<file path="config.mk">
export PLATFORM = sky130hd
export DESIGN_NAME = load_store_unit_flat
export DESIGN_NICKNAME = d
export VERILOG_FILES = /design/src/rtl/load_store_unit_if.sv /design/src/rtl/load_store_unit.sv /design/src/flat_wrapper.sv
export SDC_FILE = /design/constraint.sdc
export NUM_CORES = 1
export LEC_CHECK = 0
export ABC_AREA = 1
export CAP_MARGIN = 20
export CELL_PAD_IN_SITES_DETAIL_PLACEMENT = 1
export CELL_PAD_IN_SITES_GLOBAL_PLACEMENT = 1
export CORE_UTILIZATION = 29
export CTS_BUF_LIST = sky130_fd_sc_hd__clkbuf_8
export DETAILED_ROUTE_END_ITERATION = 8
export GPL_ROUTABILITY_DRIVEN = 0
export PLACE_DENSITY_LB_ADDON = 0.1
export SYNTH_ARGS = -nofsm -noshare
export SYNTH_HDL_FRONTEND = slang
export SYNTH_SLANG_ARGS = --single-unit
export TNS_END_PERCENT = 10
</file>
<file path="constraint.sdc">
create_clock -name clk -period 2.9 [get_ports clk]
set_clock_uncertainty 0.2 [all_clocks]
set_input_delay 0.725 -clock clk [delete_from_list [all_inputs] [get_ports clk]]
set_output_delay 0.725 -clock clk [all_outputs]
set_load 0.03 [all_outputs]
</file>
<file path="src/rtl/load_store_unit_if.sv">
// Core-side request/response channel of the load/store unit.
// master = core, slave = LSU.
interface load_store_unit_if;
   logic        req_valid;
   logic        req_ready;
   logic        req_is_store;
   logic [2:0]  req_funct3;
   logic [31:0] req_base;
   logic [31:0] req_offset;
   logic [31:0] req_wdata;
   logic [4:0]  req_rd;

   logic        resp_valid;
   logic        resp_ready;
   logic [31:0] resp_data;
   logic [4:0]  resp_rd;
   logic        resp_we;
   logic        exc;
   logic [1:0]  exc_cause;
   logic [31:0] exc_addr;

   modport master (
      output req_valid, req_is_store, req_funct3, req_base, req_offset, req_wdata, req_rd,
      output resp_ready,
      input  req_ready,
      input  resp_valid, resp_data, resp_rd, resp_we, exc, exc_cause, exc_addr
   );

   modport slave (
      input  req_valid, req_is_store, req_funct3, req_base, req_offset, req_wdata, req_rd,
      input  resp_ready,
      output req_ready,
      output resp_valid, resp_data, resp_rd, resp_we, exc, exc_cause, exc_addr
   );
endinterface

</file>
<file path="src/rtl/load_store_unit.sv">
// Single-outstanding load/store unit: checks, issues one memory access, holds the response until resp_ready.
// Latency load T+3 / store T+2 / fault T+1; LSU_FAST_RESP_EN answers loads in WAIT (T+2).
module load_store_unit #(
   parameter int unsigned MEM_BYTES = 4096
) (
   input  logic               clk,
   input  logic               rst,
   load_store_unit_if.slave   core,
   output logic               mem_read_en,
   output logic               mem_write_en,
   output logic [31:0]        mem_address,
   output logic [31:0]        mem_write_data,
   output logic [2:0]         mem_funct3,
   input  logic [31:0]        mem_read_data
);

   typedef enum logic [2:0] {IDLE, ISSUE, WAIT, RESP, EXC} state_t;

   typedef struct packed {
      logic        is_store;
      logic [2:0]  funct3;
      logic [4:0]  rd;
      logic [31:0] addr;
      logic [31:0] wdata;
   } req_t;

   state_t      state_q, state_d;
   req_t        req_q, req_d;
   logic        req_ready_q, req_ready_d;
   logic        resp_valid_q, resp_valid_d;
   logic [31:0] resp_data_q, resp_data_d;
   logic [4:0]  resp_rd_q, resp_rd_d;
   logic        resp_we_q, resp_we_d;
   logic        exc_q, exc_d;
   logic [1:0]  exc_cause_q, exc_cause_d;
   logic [31:0] exc_addr_q, exc_addr_d;
   logic        mem_read_en_q, mem_read_en_d;
   logic        mem_write_en_q, mem_write_en_d;

   logic [31:0] eff_addr;
   logic        illegal, misaligned, out_of_range, fault;
   logic [1:0]  fault_cause;
   logic        issuing;

   always_comb begin
      eff_addr     = core.req_base + core.req_offset;
      if (core.req_is_store)
         illegal = (core.req_funct3 >= 3'b011);
      else
         illegal = (core.req_funct3 == 3'b011) || (core.req_funct3 == 3'b110) ||
                   (core.req_funct3 == 3'b111);
      misaligned   = ((core.req_funct3[1:0] == 2'b01) && eff_addr[0]) ||
                     ((core.req_funct3[1:0] == 2'b10) && (eff_addr[1:0] != 2'b00));
      out_of_range = (eff_addr >= MEM_BYTES);
      fault        = illegal || misaligned || out_of_range;
      if (illegal)
         fault_cause = 2'b11;
      else if (misaligned)
         fault_cause = core.req_is_store ? 2'b10 : 2'b01;
      else
         fault_cause = 2'b00;
   end

   always_comb begin
      state_d        = state_q;
      req_d          = req_q;
      req_ready_d    = req_ready_q;
      resp_valid_d   = resp_valid_q;
      resp_data_d    = resp_data_q;
      resp_rd_d      = resp_rd_q;
      resp_we_d      = resp_we_q;
      exc_d          = exc_q;
      exc_cause_d    = exc_cause_q;
      exc_addr_d     = exc_addr_q;
      mem_read_en_d  = 1'b0;
      mem_write_en_d = 1'b0;

      case (state_q)
         IDLE: begin
            if (core.req_valid && req_ready_q) begin
               req_d       = '{is_store: core.req_is_store, funct3: core.req_funct3,
                               rd: core.req_rd, addr: eff_addr, wdata: core.req_wdata};
               req_ready_d = 1'b0;
               if (fault) begin
                  state_d      = EXC;
                  resp_valid_d = 1'b1;
                  resp_data_d  = '0;
                  resp_rd_d    = core.req_rd;
                  resp_we_d    = 1'b0;
                  exc_d        = 1'b1;
                  exc_cause_d  = fault_cause;
                  exc_addr_d   = eff_addr;
               end else begin
                  state_d        = ISSUE;
                  mem_read_en_d  = !core.req_is_store;
                  mem_write_en_d = core.req_is_store;
               end
            end
         end
         ISSUE: begin
            if (req_q.is_store) begin
               state_d      = RESP;
               resp_valid_d = 1'b1;
               resp_data_d  = '0;
               resp_rd_d    = req_q.rd;
               resp_we_d    = 1'b0;
            end else begin
               state_d = WAIT;
`ifdef LSU_FAST_RESP_EN
               resp_valid_d = 1'b1;
               resp_rd_d    = req_q.rd;
               resp_we_d    = 1'b1;
`endif
            end
         end
         WAIT: begin
            resp_data_d = mem_read_data;
`ifdef LSU_FAST_RESP_EN
            // Response already visible; if taken now, skip RESP entirely.
            if (core.resp_ready) begin
               state_d      = IDLE;
               req_ready_d  = 1'b1;
               resp_valid_d = 1'b0;
               resp_data_d  = '0;
               resp_rd_d    = '0;
               resp_we_d    = 1'b0;
            end else begin
               state_d = RESP;
            end
`else
            state_d      = RESP;
            resp_valid_d = 1'b1;
            resp_rd_d    = req_q.rd;
            resp_we_d    = 1'b1;
`endif
         end
         RESP, EXC: begin
            if (core.resp_ready) begin
               state_d      = IDLE;
               req_ready_d  = 1'b1;
               resp_valid_d = 1'b0;
               resp_data_d  = '0;
               resp_rd_d    = '0;
               resp_we_d    = 1'b0;
               exc_d        = 1'b0;
               exc_cause_d  = '0;
               exc_addr_d   = '0;
            end
         end
         default: state_d = IDLE;
      endcase
   end

   always_ff @(posedge clk) begin
      if (rst) begin
         state_q        <= IDLE;
         req_q          <= '0;
         req_ready_q    <= 1'b1;
         resp_valid_q   <= 1'b0;
         resp_data_q    <= '0;
         resp_rd_q      <= '0;
         resp_we_q      <= 1'b0;
         exc_q          <= 1'b0;
         exc_cause_q    <= '0;
         exc_addr_q     <= '0;
         mem_read_en_q  <= 1'b0;
         mem_write_en_q <= 1'b0;
      end else begin
         state_q        <= state_d;
         req_q          <= req_d;
         req_ready_q    <= req_ready_d;
         resp_valid_q   <= resp_valid_d;
         resp_data_q    <= resp_data_d;
         resp_rd_q      <= resp_rd_d;
         resp_we_q      <= resp_we_d;
         exc_q          <= exc_d;
         exc_cause_q    <= exc_cause_d;
         exc_addr_q     <= exc_addr_d;
         mem_read_en_q  <= mem_read_en_d;
         mem_write_en_q <= mem_write_en_d;
      end
   end

   // Enables are only ever high in ISSUE, so they double as the ISSUE decode.
   assign issuing        = mem_read_en_q || mem_write_en_q;
   assign mem_read_en    = mem_read_en_q;
   assign mem_write_en   = mem_write_en_q;
   assign mem_address    = issuing ? req_q.addr   : '0;
   assign mem_write_data = issuing ? req_q.wdata  : '0;
   assign mem_funct3     = issuing ? req_q.funct3 : '0;

   assign core.req_ready  = req_ready_q;
   assign core.resp_valid = resp_valid_q;
`ifdef LSU_FAST_RESP_EN
   assign core.resp_data  = (state_q == WAIT) ? mem_read_data : resp_data_q;
`else
   assign core.resp_data  = resp_data_q;
`endif
   assign core.resp_rd    = resp_rd_q;
   assign core.resp_we    = resp_we_q;
   assign core.exc        = exc_q;
   assign core.exc_cause  = exc_cause_q;
   assign core.exc_addr   = exc_addr_q;

endmodule

</file>
<file path="src/flat_wrapper.sv">
// flat-port wrapper written by rule: the top's interface ports become plain ports
module load_store_unit_flat 
#(
   parameter int unsigned MEM_BYTES = 4096
)
  (clk, rst, mem_read_en, mem_write_en, mem_address, mem_write_data, mem_funct3, mem_read_data, core_req_valid, core_req_is_store, core_req_funct3, core_req_base, core_req_offset, core_req_wdata, core_req_rd, core_resp_ready, core_req_ready, core_resp_valid, core_resp_data, core_resp_rd, core_resp_we, core_exc, core_exc_cause, core_exc_addr);
  load_store_unit_if core_i ();
  input  logic clk;
  input  logic rst;
  output logic mem_read_en;
  output logic mem_write_en;
  output logic [31:0] mem_address;
  output logic [31:0] mem_write_data;
  output logic [2:0] mem_funct3;
  input  logic [31:0] mem_read_data;
  input wire logic [$bits(core_i.req_valid)-1:0] core_req_valid;
  input wire logic [$bits(core_i.req_is_store)-1:0] core_req_is_store;
  input wire logic [$bits(core_i.req_funct3)-1:0] core_req_funct3;
  input wire logic [$bits(core_i.req_base)-1:0] core_req_base;
  input wire logic [$bits(core_i.req_offset)-1:0] core_req_offset;
  input wire logic [$bits(core_i.req_wdata)-1:0] core_req_wdata;
  input wire logic [$bits(core_i.req_rd)-1:0] core_req_rd;
  input wire logic [$bits(core_i.resp_ready)-1:0] core_resp_ready;
  output wire logic [$bits(core_i.req_ready)-1:0] core_req_ready;
  output wire logic [$bits(core_i.resp_valid)-1:0] core_resp_valid;
  output wire logic [$bits(core_i.resp_data)-1:0] core_resp_data;
  output wire logic [$bits(core_i.resp_rd)-1:0] core_resp_rd;
  output wire logic [$bits(core_i.resp_we)-1:0] core_resp_we;
  output wire logic [$bits(core_i.exc)-1:0] core_exc;
  output wire logic [$bits(core_i.exc_cause)-1:0] core_exc_cause;
  output wire logic [$bits(core_i.exc_addr)-1:0] core_exc_addr;
  assign core_i.req_valid = core_req_valid;
  assign core_i.req_is_store = core_req_is_store;
  assign core_i.req_funct3 = core_req_funct3;
  assign core_i.req_base = core_req_base;
  assign core_i.req_offset = core_req_offset;
  assign core_i.req_wdata = core_req_wdata;
  assign core_i.req_rd = core_req_rd;
  assign core_i.resp_ready = core_resp_ready;
  assign core_req_ready = core_i.req_ready;
  assign core_resp_valid = core_i.resp_valid;
  assign core_resp_data = core_i.resp_data;
  assign core_resp_rd = core_i.resp_rd;
  assign core_resp_we = core_i.resp_we;
  assign core_exc = core_i.exc;
  assign core_exc_cause = core_i.exc_cause;
  assign core_exc_addr = core_i.exc_addr;
  load_store_unit #(.MEM_BYTES(MEM_BYTES)) u_core (.clk(clk), .rst(rst), .core(core_i), .mem_read_en(mem_read_en), .mem_write_en(mem_write_en), .mem_address(mem_address), .mem_write_data(mem_write_data), .mem_funct3(mem_funct3), .mem_read_data(mem_read_data));
endmodule
</file>
Word level (Yosys, flattened, before mapping) --
Index checks and enable logic that the tools add are counted.
Word-level totals: register bits 153, latch bits 0, RAM bits 0, bits in read-only memories 0, bits of input ports 141, word-level logic and storage cells 97, memories kept 0
Operators by class: add/sub/neg operators 1, multiply operators 0, div/mod/pow operators 0, $lt $le $gt $ge 2, equality and inequality tests 13, shifts and indexed selects 0, muxes and demuxes 42, bitwise gates (word level) 2, reductions and logical operators 21
Operators by type and width (number):
- 32-bit 2-to-1 mux | 8
- 32-bit case mux with 4 select lines | 1
- 32-bit case mux with 2 select lines | 1
- 32-bit adder | 1
- 32-bit by 13-bit >= comparator with 1-bit output (second input constant) | 1
- 5-bit 2-to-1 mux | 4
- 5-bit case mux with 4 select lines | 1
- 2-bit 2-to-1 mux | 6
- 3-bit 2-to-1 mux | 4
- 3-bit case mux with 4 select lines | 1
- 1-bit 2-to-1 mux | 11
- 3-bit by 2-bit == test with 1-bit output (second input constant) | 3
- 3-bit == test (second input constant) | 3
- 1-bit case mux with 4 select lines | 2
- 1-bit logical OR | 6
- 2-bit by 1-bit inequality test with 1-bit output (second input constant) | 3
- 5-bit AND reduction | 1
- 1-bit case mux with 2 select lines | 2
- 2-bit case mux with 2 select lines | 1
- 2-bit AND reduction | 2
- 4-bit AND reduction | 1
- 2-bit nonzero test | 2
- 4-bit nonzero test | 1
- 4-bit OR reduction | 1
- other kinds (11) | 14

Logic depth before layout (Yosys ltp) --
word-level depth 9, gate-level depth with buffers 21, gate-level depth less buffers 21

Worst setup path after synthesis --
Ideal clock, no wire load.
path kind input -> register, start input core_req_offset[0], end register u_core.exc_addr_q[10], in the netlist u_core.core.exc_addr[10], arrival 2843 ps, data required time 2568 ps, setup slack -275 ps, cell stages on the path 20, buffers on the path 1, path through ha_1 > inv_1 > fa_1 > inv_1 > nand3_1 > nand3_1 > nand2_1 > nand2_1 > nand3_1 > nand2_1 > nand2_1 > nand2_1 > inv_1 > nor2_1 > nand3_1 > nor2_2 > nand2_1 > clkbuf_1 > nand3_1 > a21oi_1
Between the ends: longest elaborated chain between the ends 8, elaborated cells between the ends (all ways) 13, those cells by class add/sub (1); order compare (1); eq/ne (1); mux (3); reduce/logical (7)
RTL lines:
- start: declaration | line flat_wrapper.sv:20 | input wire logic [$bits(core_i.req_offset)-1:0] core_req_offset;
- 32-bit adder (*) | line load_store_unit.sv:46 | eff_addr = core.req_base + core.req_offset;
- branches (longest 7 deep; another with 32-bit by 13-bit >= comparator with 1-bit output)
- end signal: assignment | line load_store_unit.sv:178 | exc_addr_q <= exc_addr_d;
- end: declaration | line load_store_unit.sv:36 | logic [31:0] exc_addr_q, exc_addr_d;
Every way passes the cells marked *. The select of a mux whose other input is x is not followed. A chain may end at the register's enable or synchronous reset.

Worst setup path in the final report --
start input core_req_offset[0], end register u_core.exc_addr_q[19], in the netlist u_core.core.exc_addr[19]
Same word-level chain as after synthesis.

==> flow_metrics.tcl <==
set metrics [dict create \
    status "finished, violations left" \
    violations "negative setup slack" \
    h-tree-depth 4 \
    regArea_um2 3060 \
    vias 10200 \
    drive_gt1_share_pct 32.2 \
    die_y_um 172 \
    syn_nets 1507 \
    grt_pass1_wl_um 54100 \
    drc_errors 0 \
    io_buffers 284 \
    ys_ff_latch 153 \
    antenna_found_initial 0 \
    yosys.area_share.simple_pct 30.4 \
    setup_viol 77 \
    initial_core_util_pct 29.8 \
    num-nets-final 1960 \
    netlist_instances 1334 \
    diodes 0 \
    synthAdderAreaFrac_pct 4.85 \
    finalWorstSetupSlack_ps -242 \
    whs_ps 259 \
    drv_slew 0 \
    worstPathMaxFanout 6 \
    fillCellCount 3440 \
    rsz0062_at_grt "true" \
    synthesis.area_um2 8400 \
    cts-root-buf "clkbuf_8" \
    routed_wl_um 36400 \
    highest_layer "met4" \
    total_power_mw 10.9 \
    powerDensity_nw_per_um2 712 \
    p_sw_mw 4.58 \
    fmax_ghz 0.318 \
    min-delay-start "u_core.req_q[70]$_SDFFE_PP0P_" \
    drt_iter0_drc 360 \
    yosysSeqAreaShare_pct 36.4 \
    end_kind "register" \
    synth_xor_area_share_pct 1.25 \
    pwr-share-clk_pct 16.3 \
    drt-wirelength-per-cell_um 16.7 \
    yosysWarningCount 0 \
    cts.sinks 153 \
    hold_path_class "reg2reg" \
    cp.required_ps 3080 \
    p_leak_nw 7.67 \
    die_w_um 172 \
    cap_violations 0 \
    fin_crit_ps 3140 \
    cts_tree "yes" \
    synth_top_family_by_area "simple AND/OR/NAND/NOR gates" \
    core-area_um2 28200 \
    grt_max_degree 88 \
    cts_inserted_buffers 17 \
    crit_start "core_req_offset[0]" \
    clock_path_buffers 2 \
    multiInputGateArea_um2 5880 \
    dieArea_um2 29700 \
    min_period_over_period_pct 108 \
    cts_hold_buf 0 \
    seqPwrFrac_pct 28.2 \
    viasPerCell 4.67 \
    regToRegStartpoint "u_core.state_q[2]$_SDFFE_PP0P_" \
    start_kind "input pin" \
    grt_use_total_pct 23.5 \
    syn_to_final_growth_pct 82.3 \
    finalInstanceArea_um2 15300 \
    wl_met1_um 15400 \
    rows 61 \
    clk_pin_slew_worst_paths_ps 90 \
    hold_violations 0 \
    antenna_left 0 \
    sw_frac_of_total_pct 42.0 \
    synth_compound_area_share_pct 13.9 \
    placedInstanceArea_um2 12600 \
    relSlewSlack_pct 30.3 \
    hpwlAfterDp_um 25300 \
    synth.avg_cell_area_um2 6.30 \
    path_class "in2reg" \
    combPwrFrac_pct 55.5 \
    met2_length_um 18200 \
    worstPathArrival_ps 3330 \
    grt_pass1_vias 10500 \
    grt-ovfl-total 0 \
    drt_first_pass_iters 4 \
    ir_drop_mv 0.491 \
    worst_slew_pin_slew_ps 1050 \
    clock_latency_ps 460 \
    p_int_mw 6.33 \
    dr_wl_met3_um 1820 \
    ioPinCount 285 \
    yosys-mux-area-fraction_pct 0 \
    ys_types 33 \
    utilization_pct 54.4 \
]
-- power groups by stage --
stage | logic (mW) | registers (mW) | clock network [mW]
floorplan | 2.22 | 3.41 | 0
global placement | 4.36 | 3.08 | 0
detailed placement | 4.45 | 3.10 | 0
CTS | 5.51 | 3.07 | 1.82
global route | 6.54 | 3.14 | 1.93
finish | 6.05 | 3.08 | 1.78
-- worst paths after layout --
path	end	slack, ps	depth (start not counted)
max	u_core.core.exc_addr[19]$_SDFFE_PP0P_	-240	21
min	u_core.req_q[70]$_SDFFE_PP0P_	260	2
max reg2reg	u_core.core.resp_data[8]$_SDFFE_PP0P_	240	12
min reg2reg	u_core.req_q[70]$_SDFFE_PP0P_	260	2
-- cell families (layout without fill, tap and decap cells) --
kind of cell | count (synthesis) | in the layout
compound gates | 227 | 227
xor+xnor | 12 | 12
fa+ha+maj | 32 | 32
buf+inv | 282 | 747
flops | 153 | 153
simple gates | 628 | 628
-- placed cells by master, fill, tap and decap left out, types with 3 or more instances in the layout --
master           netlist  final
nand3_1               60     40
nand3_2                1     13
inv_1                228    204
dfxtp_1              153    153
nand2_2                0     87
nand4_1                8      8
nor2_4                 0     30
dlygate4sd2_1          0     31
clkbuf_2               0     22
inv_4                  0      7
a21oi_4                0      3
and2_4                 0      5
a21oi_1              142    116
nor3_4                 0      4
ha_4                   0     31
nand3b_1               4      4
buf_4                  0    169
inv_6                  0      7
a22oi_1                6      6
nor2_2                 7     14
dlymetal6s2s_1         0     37
clkbuf_8               0     17
buf_12                 0     12
nand2_1              399    257
a21oi_2                0     23
buf_6                  6     15
nand2_4                2     53
xor2_1                 9      9
buf_16                 0      6
nand2_8                0      4
inv_2                  3     19
clkdlybuf4s15_1        0     12
o21ai_0               72     72
nand3_4                1      9
buf_2                  2      9
nor2_1               133     96
clkdlybuf4s50_1        0    166
inv_8                  0      3
clkdlybuf4s15_2        0      4
-- flip-flops by register name, indices dropped and copies added, names as in the netlist --
register / flops
u_core.core.req_ready: 1
u_core.mem_write_en: 1
u_core.req_q: 73
u_core.core.exc_cause: 2
u_core.mem_read_en: 1
u_core.core.resp_rd: 5
u_core.core.resp_valid: 1
u_core.core.resp_data: 32
u_core.core.resp_we: 1
u_core.core.exc: 1
u_core.state_q: 3
u_core.core.exc_addr: 32
-- worst max-delay path, stage by stage --
cell	delay [ps]
buf_8	80
ha_4	140
inv_2	40
fa_2	370
inv_2	100
nand2_2	80
nand3_4	110
nand2_4	70
nand2_4	60
nand4_1	170
nand2_1	140
nand2_1	100
nand2_1	100
nand2_2	80
nor2_4	170
nand3_4	170
nand2_8	170
buf_4	140
buf_12	110
nand2_1	60
a21oi_2	140
-- stage by stage --
step,std cells,setup TNS (ps),setup slack [ps]
after detailed placement,2083,-87010,-1080
after global placement,2083,-87580,-1090
after global routing,2177,-19690,-348
after CTS,2152,-5620,-146
after floorplan,1334,-7110,-132
final,2177,-11040,-242
-- cell usage after synthesis --
library cell / number / area share [%]
or2_2: 2 / 0.15
nand4_1: 8 / 0.60
xor2_1: 9 / 0.94
nor3_1: 4 / 0.24
a31oi_1: 1 / 0.074
clkbuf_1: 38 / 1.7
nor2_1: 133 / 5.9
nand2_1: 399 / 18
o31ai_1: 1 / 0.089
o211ai_1: 1 / 0.089
a21o_1: 2 / 0.18
nand2_4: 2 / 0.27
buf_2: 2 / 0.12
xnor2_1: 3 / 0.31
nor2_2: 7 / 0.52
nand3b_1: 4 / 0.36
a21oi_1: 142 / 8.5
nor3_2: 2 / 0.24
inv_2: 3 / 0.13
buf_6: 6 / 0.80
o21a_1: 1 / 0.089
nand3_1: 60 / 3.6
buf_1: 5 / 0.22
o21bai_1: 1 / 0.089
nand3_4: 1 / 0.21
inv_1: 228 / 10
dfxtp_1: 153 / 36
ha_1: 31 / 4.6
a22oi_1: 6 / 0.54
nand3_2: 1 / 0.12
o21ai_0: 72 / 4.3
and2_1: 5 / 0.37
fa_1: 1 / 0.24
-- metal layers --
metal  vias to the layer above  track usage (%)
met2                       239             41.9
met1                      4837             28.3
met3                        56             4.62
li1                       5029                -
met5                         -                0
met4                         0             6.85
-- cell type report --
type	instances	area share, %
inverters	231	5.81
flip-flops and latches	153	20.0
well taps	378	3.09
repair buffers	485	30.0
multi-input cells	899	38.4
clock buffers	17	1.53
clock inverters	14	1.18
-- timing repair --
| action | 4_1_cts | 5_1_grt |
|---|---|---|
| cloned | 6 | 1 |
| pin swaps | 137 | 134 |
| gates resized for setup | 420 | 208 |
| setup endpoints to repair | 143 | 123 |
| setup buffers | 32 | 24 |
(Power assumes the default switching activity.)
